### src/rtl/tu56_fe_store_pkg.sv
// Shared definitions for the tu56 front-end tape-image server: request bit
// positions, motion encodings and the service state machine states.
package tu56_fe_store_pkg;

    localparam int RQ_MOVING  = 0;
    localparam int RQ_REVERSE = 1;
    localparam int RQ_RD      = 2;
    localparam int RQ_WR      = 3;

    localparam int TAPE_LEN_DEFAULT = 922512;

    localparam logic [1:0] STEP_FWD = 2'b10;
    localparam logic [1:0] STEP_REV = 2'b11;

    typedef enum logic [2:0] {
        S_IDLE,
        S_RD_FE,
        S_RMW_RD,
        S_M_WR,
        S_WR_MRD,
        S_WR_FE,
        S_STEP
    } fe_state_t;

endpackage

### src/rtl/tu56_fe_pos.sv
// Tape line position register: host load, single-line steps in either
// direction, clamping at both tape ends with an end-of-tape flag.
module tu56_fe_pos
    import tu56_fe_store_pkg::*;
#(
    parameter int TAPE_LEN = TAPE_LEN_DEFAULT,
    parameter int POS_INIT = 0,
    parameter int AW       = 20
) (
    input  logic          clk,
    input  logic          reset,
    input  logic          i_load,
    input  logic [AW-1:0] i_load_val,
    input  logic          i_step,
    input  logic [1:0]    i_dir,
    output logic [AW-1:0] o_pos,
    output logic          o_at_end,
    output logic          o_in_range
);

    localparam logic [AW-1:0] LAST = AW'(TAPE_LEN - 1);
    localparam logic [AW-1:0] ONE  = AW'(1);

    logic [AW-1:0] r_pos;
    logic          r_at_end;

    // A forward step from beyond the tape end pulls the position back onto the last line.
    always_ff @(posedge clk or negedge reset) begin
        if (!reset) begin
            r_pos    <= AW'(POS_INIT);
            r_at_end <= 1'b0;
        end else if (i_load) begin
            r_pos <= i_load_val;
        end else if (i_step) begin
            case (i_dir)
                STEP_FWD: begin
                    if (r_pos >= LAST) begin
                        r_pos    <= LAST;
                        r_at_end <= 1'b1;
                    end else begin
                        r_pos    <= r_pos + ONE;
                        r_at_end <= 1'b0;
                    end
                end
                STEP_REV: begin
                    if (r_pos == '0) begin
                        r_at_end <= 1'b1;
                    end else begin
                        r_pos    <= r_pos - ONE;
                        r_at_end <= 1'b0;
                    end
                end
                default: ;
            endcase
        end
    end

    assign o_pos      = r_pos;
    assign o_at_end   = r_at_end;
    assign o_in_range = (r_pos <= LAST);

endmodule

### src/rtl/tu56_fe_store.sv
// Front-end tape-image server: answers tu56 line read/write requests from a
// line-per-byte image in external memory and tracks the tape position.
module tu56_fe_store
    import tu56_fe_store_pkg::*;
#(
    parameter int TAPE_LEN = TAPE_LEN_DEFAULT,
    parameter int POS_INIT = 0,
    parameter int AW       = 20
) (
    input  logic          clk,
    input  logic          reset,
    input  logic [0:3]    fe_rq,
    output logic          fe_address,
    output logic          fe_read,
    output logic          fe_write,
    input  logic [4:0]    fe_readdata,
    output logic [7:0]    fe_writedata,
    output logic [AW-1:0] mem_address,
    output logic          mem_read,
    output logic          mem_write,
    output logic [7:0]    mem_writedata,
    input  logic [7:0]    mem_readdata,
    input  logic          mem_waitrequest,
    input  logic          pos_load,
    input  logic [AW-1:0] pos_in,
    output logic [AW-1:0] pos,
    output logic          at_end,
    output logic          busy
);

    fe_state_t   r_state;
    fe_state_t   w_next;
    logic [1:0]  r_rq_prev;
    logic        r_rd_pend;
    logic        r_wr_pend;
    logic        r_svc_wr;
    logic [1:0]  r_dir;
    logic [3:0]  r_line;

    logic        w_rd_edge;
    logic        w_wr_edge;
    logic        w_rd_req;
    logic        w_wr_req;
    logic        w_in_range;
    logic        w_load;
    logic        w_start;
    logic        w_step;
    logic        w_unused_rd;

    // Including the live edge lets a request start in the same cycle it is first seen.
    assign w_rd_edge   = fe_rq[RQ_RD] & ~r_rq_prev[0];
    assign w_wr_edge   = fe_rq[RQ_WR] & ~r_rq_prev[1];
    assign w_rd_req    = r_rd_pend | w_rd_edge;
    assign w_wr_req    = r_wr_pend | w_wr_edge;
    assign w_load      = (r_state == S_IDLE) && pos_load;
    assign w_start     = (r_state == S_IDLE) && !pos_load && (w_rd_req || w_wr_req);
    assign w_step      = (r_state == S_STEP);
    assign w_unused_rd = ^mem_readdata[7:4];

    tu56_fe_pos #(
        .TAPE_LEN (TAPE_LEN),
        .POS_INIT (POS_INIT),
        .AW       (AW)
    ) u_pos (
        .clk        (clk),
        .reset      (reset),
        .i_load     (w_load),
        .i_load_val (pos_in),
        .i_step     (w_step),
        .i_dir      (r_dir),
        .o_pos      (pos),
        .o_at_end   (at_end),
        .o_in_range (w_in_range)
    );

    always_ff @(posedge clk or negedge reset) begin
        if (!reset) begin
            r_state <= S_IDLE;
        end else begin
            r_state <= w_next;
        end
    end

    // A new edge in the STEP cycle re-arms the flag being cleared.
    always_ff @(posedge clk or negedge reset) begin
        if (!reset) begin
            r_rq_prev <= 2'b00;
            r_rd_pend <= 1'b0;
            r_wr_pend <= 1'b0;
            r_svc_wr  <= 1'b0;
            r_dir     <= 2'b00;
            r_line    <= 4'h0;
        end else begin
            r_rq_prev <= {fe_rq[RQ_WR], fe_rq[RQ_RD]};
            if (w_step && !r_svc_wr) r_rd_pend <= 1'b0;
            if (w_step && r_svc_wr)  r_wr_pend <= 1'b0;
            if (w_rd_edge) r_rd_pend <= 1'b1;
            if (w_wr_edge) r_wr_pend <= 1'b1;
            if (w_start) begin
                r_dir    <= {fe_rq[RQ_MOVING], fe_rq[RQ_REVERSE]};
                r_svc_wr <= !w_rd_req;
            end
            case (r_state)
                S_RD_FE:  r_line <= fe_readdata[3:0];
                S_RMW_RD: if (!mem_waitrequest) r_line[3] <= mem_readdata[3];
                S_WR_MRD: begin
                    if (!w_in_range) begin
                        r_line <= 4'h0;
                    end else if (!mem_waitrequest) begin
                        r_line <= mem_readdata[3:0];
                    end
                end
                default: ;
            endcase
        end
    end

    // Off-tape positions skip memory entirely; the data path still completes.
    always_comb begin
        w_next        = r_state;
        fe_read       = 1'b0;
        fe_write      = 1'b0;
        fe_writedata  = 8'h00;
        mem_address   = '0;
        mem_read      = 1'b0;
        mem_write     = 1'b0;
        mem_writedata = 8'h00;
        case (r_state)
            S_IDLE: begin
                if (!pos_load) begin
                    if (w_rd_req)      w_next = S_RD_FE;
                    else if (w_wr_req) w_next = S_WR_MRD;
                end
            end
            S_RD_FE: begin
                fe_read = 1'b1;
                if (!w_in_range)         w_next = S_STEP;
                else if (fe_readdata[4]) w_next = S_M_WR;
                else                     w_next = S_RMW_RD;
            end
            S_RMW_RD: begin
                mem_read    = 1'b1;
                mem_address = pos;
                if (!mem_waitrequest) w_next = S_M_WR;
            end
            S_M_WR: begin
                mem_write     = 1'b1;
                mem_address   = pos;
                mem_writedata = {4'h0, r_line};
                if (!mem_waitrequest) w_next = S_STEP;
            end
            S_WR_MRD: begin
                if (w_in_range) begin
                    mem_read    = 1'b1;
                    mem_address = pos;
                    if (!mem_waitrequest) w_next = S_WR_FE;
                end else begin
                    w_next = S_WR_FE;
                end
            end
            S_WR_FE: begin
                fe_write     = 1'b1;
                fe_writedata = {4'h0, r_line};
                w_next       = S_STEP;
            end
            S_STEP:  w_next = S_IDLE;
            default: w_next = S_IDLE;
        endcase
    end

    assign fe_address = 1'b0;
    assign busy       = (r_state != S_IDLE);

endmodule

### config.mk
export PLATFORM = sky130hd
export DESIGN_NAME = tu56_fe_store
export DESIGN_NICKNAME = d
export VERILOG_FILES = /design/src/rtl/tu56_fe_store_pkg.sv /design/src/rtl/tu56_fe_pos.sv /design/src/rtl/tu56_fe_store.sv
export SDC_FILE = /design/constraint.sdc
export NUM_CORES = 1
export LEC_CHECK = 0
export ABC_AREA = 1
export BUFFER_PORTS_ARGS = -buffer_cell sky130_fd_sc_hd__buf_2
export CORE_MARGIN = 2
export CORE_UTILIZATION = 43
export CTS_CLUSTER_SIZE = 8
export DETAILED_ROUTE_END_ITERATION = 8
export PLACE_DENSITY = 0.69
export SLEW_MARGIN = 20
export SYNTH_ARGS = -nofsm -noshare
export SYNTH_HDL_FRONTEND = slang
export SYNTH_SLANG_ARGS = --single-unit
### constraint.sdc
create_clock -name clk -period 4.25 [get_ports clk]
set_input_delay 0.425 -clock clk [delete_from_list [all_inputs] [get_ports clk]]
set_output_delay 0.425 -clock clk [all_outputs]
set_load 0.01 [all_outputs]
Yosys cells after proc, flatten, opt, wreduce, memory -nomap -nowiden
Index checks and enable logic that the tools add are counted.
{"block": "word_totals", "wordCells": 96, "ramBits": 0, "inputBits": 41, "memories": 0, "romBits": 0, "reg_bits": 35, "output_inout_bits": 63, "latch_bits": 0}
{"block": "op_classes", "multipliers": 0, "n_eq_ne": 14, "muxes": 36, "n_div": 0, "addsub": 2, "n_reduce_logical": 25, "n_bitwise": 7, "shift": 0, "n_lt_le_gt_ge": 2}
{"operator": "$mux W20", "count": 5}
{"operator": "$pmux W20 S2", "count": 2}
{"operator": "$mux W3", "count": 8}
{"operator": "$add A20 B1 Y20 const B", "count": 1}
{"operator": "$ge A20 B20 Y1 const B", "count": 1}
{"operator": "$le A20 B20 Y1 const B", "count": 1}
{"operator": "$logic_not A20 Y1", "count": 1}
{"operator": "$sub A20 B1 Y20 const B", "count": 1}
{"operator": "$pmux W3 S6", "count": 1}
{"operator": "$mux W4", "count": 4}
{"operator": "$mux W1", "count": 12}
{"operator": "$reduce_bool A2 Y1", "count": 5}
{"operator": "$eq A3 B3 Y1 const B", "count": 3}
{"operator": "$reduce_and A3 Y1", "count": 3}
{"operator": "$reduce_bool A3 Y1", "count": 3}
{"operator": "$eq A3 B2 Y1 const B", "count": 2}
{"operator": "$ne A2 B2 Y1 const B", "count": 3}
{"operator": "$ne A3 B3 Y1 const B", "count": 2}
{"operator": "$pmux W3 S2", "count": 1}
{"operator": "$logic_and A1 B1 Y1", "count": 5}
{"operator": "$reduce_and A5 Y1", "count": 1}
{"operator": "$eq A2 B2 Y1 const B", "count": 2}
{"operator": "$pmux W1 S2", "count": 2}
{"operator": "$eq A3 B1 Y1 const B", "count": 1}
{"operator": "10 further kinds", "count": 16}

Logic depth before layout (Yosys ltp)
Gate-level depths: netlist of run 1.
{"block": "depth", "depth_word": 7, "ltp_mapped": 14, "mapped_depth_nobuf": 13}

By module
Synthesis of run 1 repeated with hierarchy kept, for this count alone.
{"block": "hier_totals", "cells_unflattened": 579, "hier_area_um2": 3417.0}
{"mod": "tu56_fe_pos", "n_inst": 1, "seq_area_each_um2": 525.5, "cells_per_inst": 404, "area_each_um2": 2358.5}
{"mod": "tu56_fe_store", "n_inst": 1, "seq_area_each_um2": 350.3, "cells_per_inst": 175, "area_each_um2": 1058.5}

Least setup slack after synthesis of run 1
OpenSTA, ideal clock, no wires.
{"block": "synth_path", "path_type": "register -> output", "startpoint": "reg u_pos.r_pos[5], in the netlist u_pos.o_pos[5]", "endpoint": "out mem_address[18]", "n_path_buf": 2, "path_slack_ns": 2.270, "path_stages_with_launch": 14, "t_required_ns": 3.825, "arrival_time_ns": 1.555, "cell_sequence": "dfrtp_1 > buf_4 > nor2_4 > nand2_2 > nand2_1 > nand2_1 > nand2_2 > nand2_4 > inv_4 > nand2_4 > nand2_2 > inv_2 > buf_12 > nor2_1"}
{"block": "synth_via", "elab_chain_len": 3}
{"item": "from (decl)", "line": "tu56_fe_pos.sv:24", "rtl": "logic [AW-1:0] r_pos;"}
{"item": "from (signal assigned)", "line": "tu56_fe_pos.sv:30", "rtl": "r_pos <= AW'(POS_INIT);"}
{"item": "from (signal assigned)", "line": "tu56_fe_pos.sv:33", "rtl": "r_pos <= i_load_val;"}
{"item": "from (signal assigned)", "line": "tu56_fe_pos.sv:41", "rtl": "r_pos <= r_pos + ONE;"}
{"item": "$le A20 B20 Y1", "line": "tu56_fe_pos.sv:60", "rtl": "assign o_in_range = (r_pos <= LAST);"}
{"item": "$mux W20", "line": "tu56_fe_store.sv:153", "rtl": "if (w_in_range) begin"}
{"item": "$pmux W20 S2", "line": "tu56_fe_store.sv:128", "rtl": "case (r_state)"}
{"item": "to (decl)", "line": "tu56_fe_store.sv:18", "rtl": "output logic [AW-1:0] mem_address,"}
Every way passes these cells.

Final worst setup path of run 1
{"block": "layout_path", "startpoint": "reg u_pos.r_pos[13], in the netlist u_pos.o_pos[13]", "endpoint": "out mem_address[18]"}
Same word-level chain as after synthesis.

==> results by group, run 1 <==
Clock tree
  • CTS clock-pin slew for the worst setup and hold paths: 0.08 ns
  • H-tree depth: 2
  • Root buffer cell: clkbuf_8
  • Post_cts resized: 0
  • Cts hold-fix bufs: 0
  • Total clock sinks: 35
  • TritonCTS buffer count: 5
  • Worst-case clock buffer depth: 2
  • Setup Buffers After CTS: 0
  • Clk Latency, worst-skew pair: 0.30 ns
  • CTS tree: done

Placed design
  • Placement Setup Slack: 1.72 ns
  • Final GP Congestion: 0.930
  • Placed Area: 0.00385 mm^2
  • Post-DP HPWL: 7590 um
  • Port bufs: 90

Timing
  • Final Hold Vio Count: 0
  • Final WS setup: 1.39 ns
  • Peak Freq: 349 MHz
  • Slew @ Worst Pin: 0.827 ns
  • Final Cycle Share: 67.4%
  • Worst Skew: 0.00683 ns
  • Setup TNS: 0 ns
  • RSZ-0062 raised after global routing: false
  • Slew HR: 44.9%
  • Min cycle time layout: 2.86 ns
  • Final setup viols: 0
  • Max-slew violations: 0

Worst setup path
  • Crit path DAT: 2.44 ns
  • Delay of the slowest critical-path stage: 0.50 ns
  • CP max FO: 20
  • Critical path class: flop to primary output
  • CP max-delay cell: dfrtp_1
  • Critical Path End Type: primary output
  • Critical Path RT: 3.83 ns
  • Worst setup SP type: flop
  • Worst-path cell chain: inv_1, nand3_1, nor2_1, nand2_2, nand2_4, inv_4, nand2_4, nand2_2, inv_2, nor2_1, buf_2

Logic synthesis
  • Top_reg_cell synth: dfrtp_1
  • Avg Cell Area, Syn: 6.29 um^2
  • Yosys reg bits: 35
  • Yosys top cell area share: 25.4%
  • Synth area leader: dfrtp_1
  • Most common cell in the netlist: nand2_1
  • Synth async-reset ratio: 100%
  • Top cells by area, synth: dfrtp_1 25%, nand2_1 19%, nor2_1 7.4%, nand3_1 6.3%, inv_1 6.0%
  • Cell Area, Synth: 0.00344 mm^2
  • YS warnings: 0
  • Post-synth EDFFs: 0
  • Synth unique cells: 41
  • Post-Synthesis Cells: 547
  • Seq/Total Area, Yosys: 25.4%
  • Synth top cells by count: 173 x nand2_1, 68 x nor2_1, 55 x inv_1, 43 x nand3_1, 35 x dfrtp_1

Drt
  • Drt wl/cell: 13.9 um
  • Pre-Repair DR Iteration Count: 5
  • Initial DRC Count: 204
  • Post-route ant nets: 0
  • DR vias/cell: 5.01
  • Routed vias: 3655
  • Final WL: 10100 um
  • DRC violations left: 0

Floorplanning
  • Die Ht: 93.5 um
  • CORE AREA: 0.00773 mm^2
  • Initial Util: 44.6%
  • Die area: 0.00874 mm^2
  • Chip width: 93.5 um
  • FP Rows: 32
  • # IOs: 104

Global route
  • Vias in the first global route: 3423
  • Largest net degree at the start of global routing: 36
  • GRT Overall Usage: 23.4%
  • First-pass GRT wire length: 16300 um
  • Congestion Overflow GR: 0
  • Initial antenna violation count: 0

Final layout
  • FILL cells: 809
  • FF+latch area: 876 um^2
  • Share of layout cells above drive strength 1: 26.0%
  • Finished Core Util: 51.1%
  • Multi-input logic area: 0.00213 mm^2
  • Final #Nets: 671
  • Fin area: 0.00395 mm^2
  • Layout overhead on the synthesized area: 14.6%
  • N_diodes: 0

Pwr
  • Maximum vdd ir drop: 0.000353 V
  • Power Density: 700 mW/mm^2
  • Final Power: 0.00276 W
  • Leakage power: 2.09 nW

Flow run
  • Max cap viols: 0

Run status
  • Run status: completed

Hold path
  • Min-delay worst type: input pin to asynchronous set/reset pin
sequential cells by signal, summed over array words and instances, names as in the netlist:
signal          cells
u_pos.o_pos        20
r_rq_prev           2
r_dir               2
r_rd_pend           1
r_wr_pend           1
r_svc_wr            1
u_pos.o_at_end      1
r_state             3
r_line              4
worst paths after layout:
check | slack [ns] | cells after the start | start | to
worst max-delay path | 1.39 | 11 | u_pos.o_pos[13]$_DFFE_PN0P_ | mem_address[18]
worst min-delay path | 0.21 | 1 | reset | u_pos.o_pos[3]$_DFFE_PN0P_
worst max register to register | 1.98 | 8 | r_state[0]$_DFFE_PN0P_ | r_state[2]$_DFFE_PN0P_
worst min register to register | 0.49 | 2 | r_line[3]$_DFFE_PN0P_ | r_line[3]$_DFFE_PN0P_
max in group asynchronous | 3.51 | 1 | reset | r_wr_pend$_DFFE_PN0P_
min in group clk | 0.26 | 1 | fe_rq[3] | r_rq_prev[1]$_DFF_PN0_
power by group:
group | switching, W | internal, W | leakage [nW]
Combinational | 0.00116 | 0.000596 | 1.61
Clock | 0.000141 | 0.000133 | 0.0474
Sequential | 0.000259 | 0.000476 | 0.431
Total | 0.00156 | 0.00120 | 2.09
cell usage in the layout (no fill, tap or decap), drive strengths merged:
master	synthesis	layout
conb	1	9
nor2	103	103
xor2	14	14
nand2	183	183
clkbuf	1	6
clkinvlp	0	1
a22oi	1	1
nand4	7	7
nand3b	1	1
o21ai	26	26
mux2	2	2
xnor2	1	1
inv	62	62
o211ai	1	1
nand3	48	48
buf	24	90
nor4	1	1
a21oi	17	17
a2bb2oi	1	1
nor3	9	9
a31oi	2	2
dfrtp	35	35
clkinv	4	5
ha	3	3
kinds of logic after synthesis:
kind of cell	share of synthesized area, %
xor gates and xnor gates	3.82
muxes	0.654
and+or+nand+nor	47.7
other	0.109
buffers and inverters	13.4
AOI/OAI and AO/OA	7.74
adders and majority gates	1.09
DFF	25.4
cell type report:
class                           count  area share, %
Sequential cell                    35           22.2
Inverter                           66           6.56
Clock inverter                      2          0.412
Tap cell                          102           3.23
Multi-Input combinational cell    429           54.1
Clock buffer                        6           2.09
Timing Repair Buffer               90           11.4
worst max-delay path, delay by kind of cell (launching register included):
kind          cells  cell delay, ns
flops             1            0.50
simple gates      7            0.74
buf+inv           4            0.89
routing by layer:
metal	share of wire, %	track usage (%)
met1	45	30.6
met2	47	39.5
met3	6.9	3.95
met4	1.8	7.35
met5	0	0
stage by stage:
step / instances / hold WS, ns
after detailed placement: 722 / 0.480
after global routing: 730 / 0.264
final: 730 / 0.214
after CTS: 730 / 0.255
after floorplan: 555 / 0.129
after global placement: 722 / 0.466
No activity file was read; power rests on OpenSTA's default activity.
==> run 2: changes to the inputs <==
--- a/config.mk
+++ b/config.mk
@@ -5,13 +5,13 @@
 export SDC_FILE = /design/constraint.sdc
 export NUM_CORES = 1
 export LEC_CHECK = 0
-export ABC_AREA = 1
+export ABC_AREA = 0
 export BUFFER_PORTS_ARGS = -buffer_cell sky130_fd_sc_hd__buf_2
 export CORE_MARGIN = 2
 export CORE_UTILIZATION = 43
 export CTS_CLUSTER_SIZE = 8
 export DETAILED_ROUTE_END_ITERATION = 8
-export PLACE_DENSITY = 0.69
+export PLACE_DENSITY = 0.73
 export SLEW_MARGIN = 20
 export SYNTH_ARGS = -nofsm -noshare
 export SYNTH_HDL_FRONTEND = slang
==> constraint.sdc (replaced) <==
create_clock -name clk -period 2.6 [get_ports clk]
set_input_delay 0.26 -clock clk [delete_from_list [all_inputs] [get_ports clk]]
set_output_delay 0.26 -clock clk [all_outputs]
set_load 0.01 [all_outputs]
==> run 2 against run 1 <==
Synthesized cell count decreased by 28%. Critical endpoint is now u_pos.o_pos[14]$_DFFE_PN0P_. Largest power group unchanged. Sequential share of layout area is 0.12 points higher. Synthesized area fell by 11%. Die area decreased by 10%. Critical path depth shrank 3.
==> results by group, run 2 <==
Clock tree
  • Cts hold-fix bufs: 0 (unchanged)
  • Worst-case clock buffer depth: 2 (unchanged)
  • Total clock sinks: 35 (unchanged)
  • Clk Latency, worst-skew pair: 0.30 ns (about the same)
  • Root buffer cell: clkbuf_8 (unchanged)
  • CTS clock-pin slew for the worst setup and hold paths: 0.08 ns (about the same)
  • CTS tree: done (unchanged)
  • TritonCTS buffer count: 5 (unchanged)
  • H-tree depth: 2 (unchanged)

Drt
  • DR vias/cell: 5.86 (was 5.01)
  • Final WL: 9970 um (was 10100 um)
  • Routed vias: 3517 (was 3655)
  • DRC violations left: 0 (unchanged)
  • Pre-Repair DR Iteration Count: 5 (unchanged)
  • Initial DRC Count: 322 (was 204)
  • Post-route ant nets: 0 (unchanged)
  • Drt wl/cell: 16.6 um (was 13.9 um)

Final layout
  • Final #Nets: 547 (was 671)
  • Commonest non-fill, non-tap cell in the layout: buf_2 (was nand2_1)
  • Layout overhead on the synthesized area: 27.7% (was 14.6%)
  • Share of layout cells above drive strength 1: 31.0% (was 26.0%)
  • N_diodes: 0 (unchanged)
  • Most frequent cells in the layout: 90 x buf_2, 40 x nor2_1, 35 x nand2_1, 35 x buf_4, 35 x dfrtp_1 (was 173 x nand2_1, 90 x buf_2, 68 x nor2_1, 55 x inv_1, 43 x nand3_1)
  • FILL cells: 654 (was 809)
  • Largest register FFs: 20 (unchanged)
  • Finished Core Util: 57.1% (was 51.1%)
  • Fin area: 0.00393 mm^2 (was 0.00395 mm^2)

Pwr
  • Power Density: 1240 mW/mm^2 (was 700 mW/mm^2)
  • Maximum vdd ir drop: 0.000734 V (was 0.000353 V)
  • Final Power: 0.00488 W (was 0.00276 W)
  • Leakage power: 1.79 nW (was 2.09 nW)

Worst setup path
  • Worst setup SP type: flop (unchanged)
  • Critical Path RT: 2.80 ns (was 3.83 ns)
  • CP max FO: 8 (was 20)
  • Crit path DAT: 2.74 ns (was 2.44 ns)
  • Critical Path End Type: flop (was primary output)
  • Critical path class: flop to flop (was flop to primary output)

Logic synthesis
  • Synth area leader: dfrtp_1 (unchanged)
  • Synth top cells by count: 41 x nor2_1, 35 x dfrtp_1, 35 x nand2_1, 28 x o21ai_0, 22 x a21oi_1 (was 173 x nand2_1, 68 x nor2_1, 55 x inv_1, 43 x nand3_1, 35 x dfrtp_1)
  • Most common cell in the netlist: nor2_1 (was nand2_1)
  • Top cells by area, synth: dfrtp_1 28%, nor2_1 5.0%, o21ai_0 4.6%, nand2_1 4.3%, a21oi_1 3.6% (was dfrtp_1 25%, nand2_1 19%, nor2_1 7.4%, nand3_1 6.3%, inv_1 6.0%)
  • Avg Cell Area, Syn: 7.76 um^2 (was 6.29 um^2)
  • Top_reg_cell synth: dfrtp_1 (unchanged)
  • Yosys reg bits: 35 (unchanged)
  • Post-Synthesis Cells: 396 (was 547)
  • Synth async-reset ratio: 100% (unchanged)
  • Yosys top cell area share: 28.5% (was 25.4%)
  • Post-synth EDFFs: 0 (unchanged)
  • Cell Area, Synth: 0.00307 mm^2 (was 0.00344 mm^2)
  • YS warnings: 0 (unchanged)
  • Seq/Total Area, Yosys: 28.5% (was 25.4%)
  • Synth unique cells: 63 (was 41)

Placed design
  • Post-DP HPWL: 7130 um (was 7590 um)
  • Placed Area: 0.00371 mm^2 (was 0.00385 mm^2)
  • Port bufs: 90 (unchanged)
  • Final GP Congestion: 0.892 (was 0.930)

Timing
  • Worst Skew: 0.00847 ns (was 0.00683 ns)
  • Peak Freq: 394 MHz
  • Final Cycle Share: 97.7%
  • Setup TNS: 0 ns (unchanged)
  • Slew @ Worst Pin: 0.819 ns (was 0.827 ns)
  • Final Hold Vio Count: 0 (unchanged)
  • Final setup viols: 0 (unchanged)
  • Slew HR: 45.4% (was 44.9%)
  • Max-slew violations: 0 (unchanged)
  • Min cycle time layout: 2.54 ns

Floorplanning
  • Chip width: 88.6 um (was 93.5 um)
  • Die area: 0.00784 mm^2 (was 0.00874 mm^2)
  • Initial Util: 44.8% (was 44.6%)
  • CORE AREA: 0.00687 mm^2 (was 0.00773 mm^2)
  • FP Rows: 30 (was 32)
  • Die Ht: 88.6 um (was 93.5 um)
  • # IOs: 104 (unchanged)

Global route
  • Largest net degree at the start of global routing: 36 (unchanged)
  • GRT Overall Usage: 26.1% (was 23.4%)
  • Vias in the first global route: 3271 (was 3423)
  • First-pass GRT wire length: 15800 um (was 16300 um)
  • Initial antenna violation count: 0 (unchanged)
  • Congestion Overflow GR: 0 (unchanged)

Hold path
  • Min-delay worst type: input pin to asynchronous set/reset pin (unchanged)

Flow run
  • Max cap viols: 0 (unchanged)

Run status
  • Run status: completed (unchanged)
## run 2: what timing repair did
item / CTS / global route
gates resized for setup: 7 / 11
cloned: 2 / 1
pin swaps: 1 / 1
endpoints found under the setup margin: 20 / 22
buffers inserted: 3 / 0
hold endpoints to repair: 0 / 0
## run 2: worst max-delay path, stage by stage (launching register included)
cell and delay, ns:
dfrtp_1 0.42, or4_4 0.57, o2111ai_4 0.24, a21oi_4 0.07, buf_4 0.16, nor3_4 0.43, buf_4 0.23, a221oi_1 0.08
a211oi_1 0.24
## run 2: report_power, final
group	internal, W	total, W	switching, W	leakage, nW
combinational	0.00136	0.00323	0.00187	1.31
sequential	0.000786	0.00112	0.000329	0.419
clock	0.000310	0.000528	0.000218	0.0612
## run 2: cell families (layout without fill, tap and decap cells)
| kind of cell | after synthesis | count (layout) | share of synthesized area [%] |
|---|---|---|---|
| AND/OR/NAND/NOR | 176 | 176 | 30.6 |
| AO/OA/AOI/OAI | 110 | 110 | 24.6 |
| buffers and inverters | 50 | 150 | 8.59 |
| flip-flops | 35 | 35 | 28.5 |
| XOR/XNOR | 16 | 16 | 4.56 |
| multiplexers | 5 | 5 | 1.83 |
| adder cells (fa/ha/maj) | 3 | 3 | 1.22 |
| other | 1 | 9 | 0.122 |
## run 2: area by class of cell
| class | count | area (um^2) | area share, % |
|---|---|---|---|
| timing repair buffer | 129 | 758 | 19.3 |
| inverter | 13 | 48.8 | 1.24 |
| clock buffer | 6 | 82.6 | 2.10 |
| sequential | 35 | 876 | 22.3 |
| multi-input combinational | 319 | 2000 | 51.1 |
| tap | 96 | 120 | 3.06 |
| clock inverter | 2 | 35.0 | 0.893 |
## run 2: layer usage
metal  vias to the layer above  wire (um)  GRT usage [%]
met4                         0        232           8.26
met5                         -          0              0
met3                        27        979           5.41
met1                      1631       4090           32.8
li1                       1640          -              -
met2                       219       4660           44.8
## run 2: stage by stage
stage | hold WS [ns] | std cells | setup WS, ns
floorplan | -0.0356 | 404 | 0.298
global placement | 0.380 | 586 | 0.245
detailed placement | 0.383 | 586 | 0.160
CTS | 0.0667 | 599 | 0.0335
global route | 0.0573 | 600 | -0.00117
finish | 0.0447 | 600 | 0.0594
## run 2: path summary, 6_finish.rpt
path,end,slack (ns),depth (start not counted),from
max,u_pos.o_pos[14]$_DFFE_PN0P_,0.06,8,u_pos.o_pos[14]$_DFFE_PN0P_
min,u_pos.o_pos[3]$_DFFE_PN0P_,0.04,1,reset
max reg2reg,u_pos.o_pos[14]$_DFFE_PN0P_,0.06,8,u_pos.o_pos[14]$_DFFE_PN0P_
min reg2reg,r_rd_pend$_DFFE_PN0P_,0.51,2,r_rd_pend$_DFFE_PN0P_
max in group asynchronous,r_rq_prev[1]$_DFF_PN0_,2.02,1,reset
min in group clk,r_rq_prev[1]$_DFF_PN0_,0.08,1,fe_rq[3]
==> run 3: changes to the inputs <==
--- a/config.mk
+++ b/config.mk
@@ -11,7 +11,7 @@
 export CORE_UTILIZATION = 43
 export CTS_CLUSTER_SIZE = 8
 export DETAILED_ROUTE_END_ITERATION = 8
-export PLACE_DENSITY = 0.73
+export PLACE_DENSITY = 0.7
 export SLEW_MARGIN = 20
 export SYNTH_ARGS = -nofsm -noshare
 export SYNTH_HDL_FRONTEND = slang
==> constraint.sdc (replaced) <==
create_clock -name clk -period 2.39 [get_ports clk]
set_input_delay 0.239 -clock clk [delete_from_list [all_inputs] [get_ports clk]]
set_output_delay 0.239 -clock clk [all_outputs]
set_load 0.01 [all_outputs]
==> run 3 against run 2 <==
Critical endpoint is now mem_address[8]. Register-to-register slack got worse by 0.05 ns. Non-clock buffer count increased by 18. Clock skew up 0.0028 ns. Total power is 16% higher. Worst setup slack worse by 0.13 ns. Sequential share of layout area down 1.3 points. The run now ends with setup timing left. Combinational power increased by 21%.
==> results by group, run 3 (synthesis results as in run 2) <==
Drt
  • Pre-Repair DR Iteration Count: 5 (unchanged)
  • Post-route ant nets: 0 (unchanged)
  • DR vias/cell: 5.81 (was 5.86)
  • Final WL: 10300 um (was 9970 um)
  • Drt wl/cell: 16.6 um (about the same)
  • Routed vias: 3588 (was 3517)
  • DRC violations left: 0 (unchanged)
  • Initial DRC Count: 292 (was 322)

Placed design
  • Post-DP HPWL: 7460 um (was 7130 um)
  • Port bufs: 90 (unchanged)
  • Final GP Congestion: 0.944 (was 0.892)
  • Placed Area: 0.00384 mm^2 (was 0.00371 mm^2)

Timing
  • Final WS setup: -0.0658 ns (was 0.0594 ns)
  • Slew @ Worst Pin: 0.832 ns (was 0.819 ns)
  • Worst Skew: 0.0113 ns (was 0.00847 ns)
  • Final Hold Vio Count: 0 (unchanged)
  • Max-slew violations: 0 (unchanged)
  • Min cycle time layout: 2.46 ns
  • Final setup viols: 17 (was 0)
  • Setup TNS: -0.725 ns (was 0 ns)
  • Slew HR: 44.5% (was 45.4%)
  • Peak Freq: 407 MHz
  • Final Cycle Share: 103%
  • Hold slack: 0.0282 ns (was 0.0447 ns)
  • RSZ-0062 raised after global routing: true

Final layout
  • Most frequent cells in the layout: 87 x buf_2, 53 x buf_4, 36 x nor2_1, 35 x nand2_1, 34 x dfrtp_1 (was 90 x buf_2, 40 x nor2_1, 35 x nand2_1, 35 x buf_4, 35 x dfrtp_1)
  • FILL cells: 639 (was 654)
  • Finished Core Util: 60.8% (was 57.1%)
  • Layout overhead on the synthesized area: 35.8% (was 27.7%)
  • Final #Nets: 565 (was 547)
  • Largest register FFs: 20 (unchanged)
  • N_diodes: 0 (unchanged)
  • Fin area: 0.00417 mm^2 (was 0.00393 mm^2)
  • Share of layout cells above drive strength 1: 36.0% (was 31.0%)
  • Commonest non-fill, non-tap cell in the layout: buf_2 (unchanged)

Floorplanning
  • # IOs: 104 (unchanged)
  • Initial Util: 44.8% (unchanged)
  • Chip width: 88.6 um (unchanged)
  • Die area: 0.00784 mm^2 (unchanged)
  • CORE AREA: 0.00687 mm^2 (unchanged)
  • Die Ht: 88.6 um (unchanged)
  • FP Rows: 30 (unchanged)

Hold path
  • Min-delay worst type: input pin to asynchronous set/reset pin (unchanged)

Clock tree
  • CTS clock-pin slew for the worst setup and hold paths: 0.09 ns (was 0.08 ns)
  • Root buffer cell: clkbuf_8 (unchanged)
  • Worst-case clock buffer depth: 2 (unchanged)
  • TritonCTS buffer count: 5 (unchanged)
  • Total clock sinks: 35 (unchanged)
  • Clk Latency, worst-skew pair: 0.30 ns (about the same)
  • CTS tree: done (unchanged)
  • H-tree depth: 2 (unchanged)

Run status
  • Failing checks: setup timing
  • Run status: complete, but fails checks (was completed)

Pwr
  • Maximum vdd ir drop: 0.000785 V (was 0.000734 V)
  • Leakage power: 1.91 nW (was 1.79 nW)
  • Power Density: 1350 mW/mm^2 (was 1240 mW/mm^2)

Worst setup path
  • CP max FO: 12 (was 8)
  • Worst setup SP type: flop (unchanged)
  • Worst-path cell chain: or4_4, o2111ai_4, a21oi_4, nor2_4, a21oi_4, buf_12, nor2b_1, buf_2 (was or4_4, o2111ai_4, a21oi_4, buf_4, nor3_4, buf_4, a221oi_1, a211oi_1)
  • Most frequent CP cell: a21oi_4 (was buf_4)
  • Crit path DAT: 2.22 ns (was 2.74 ns)
  • Delay of the slowest critical-path stage: 0.54 ns (was 0.57 ns)
  • Critical Path End Type: primary output (was flop)
  • Critical Path RT: 2.15 ns (was 2.80 ns)
  • CP max-delay cell: or4_4 (unchanged)
  • Critical path class: flop to primary output (was flop to flop)

Global route
  • Initial antenna violation count: 0 (unchanged)
  • First-pass GRT wire length: 15900 um (was 15800 um)
  • GRT Overall Usage: 25.9% (was 26.1%)
  • Vias in the first global route: 3360 (was 3271)
  • Congestion Overflow GR: 0 (unchanged)
  • Largest net degree at the start of global routing: 36 (unchanged)

Flow run
  • Max cap viols: 0 (unchanged)
-- run 3: per-layer routing --
metal,vias up,track usage [%],part of all wire [%]
met5,-,0,0
met4,0,7.71,1.6
met3,23,4.38,8.5
met2,217,44.8,48
met1,1673,33.3,42
li1,1675,-,-
-- run 3: timing repair --
action | CTS | global route
resized for setup | 5 | 24
pin swaps | 7 | 8
setup buffers | 5 | 5
setup endpoints to repair | 20 | 35
hold buffers | 0 | 0
-- run 3: final cells by class --
class	count	area [um^2]	share of cell area, %
Inverter	13	48.8	1.17
Timing Repair Buffer	147	930	22.3
Tap cell	96	120	2.88
Clock buffer	5	68.8	1.65
Multi-Input combinational cell	319	2090	50.0
Sequential cell	35	877	21.0
Clock inverter	3	43.8	1.05
-- run 3: report_power, final --
group / total, W / switching [W] / leakage [nW] / internal (W)
Combinational: 0.00392 / 0.00218 / 1.43 / 0.00174
Clock: 0.000556 / 0.000245 / 0.0581 / 0.000311
Sequential: 0.00118 / 0.000320 / 0.418 / 0.000858
-- run 3: critical path: cells and delay by family (launching register included) --
kind            cells  cell delay, ns
flops               1            0.42
buf+inv             2            0.29
simple gates        3            0.76
compound gates      3            0.43
-- run 3: metrics by stage --
step	setup WS, ns	power [W]	instances
after floorplan	0.109	0.00330	404
after global placement	0.153	0.00461	600
after detailed placement	0.0835	0.00469	600
after CTS	-0.0770	0.00538	613
after global routing	-0.143	0.00603	618
final	-0.0658	0.00565	618
-- run 3: final timing paths --
check,from,slack [ns],end,depth (start not counted)
max reg2reg,u_pos.o_pos[15]$_DFFE_PN0P_,0.01,r_line[1]$_DFFE_PN0P_,7
min,reset,0.03,u_pos.o_pos[4]$_DFFE_PN0P_,1
min in group clk,fe_rq[3],0.06,r_rq_prev[1]$_DFF_PN0_,1
max in group asynchronous,reset,1.79,u_pos.o_pos[2]$_DFFE_PN0P_,1
max,u_pos.o_pos[15]$_DFFE_PN0P_,-0.07,mem_address[8],8
min reg2reg,r_rd_pend$_DFFE_PN0P_,0.50,r_rd_pend$_DFFE_PN0P_,2
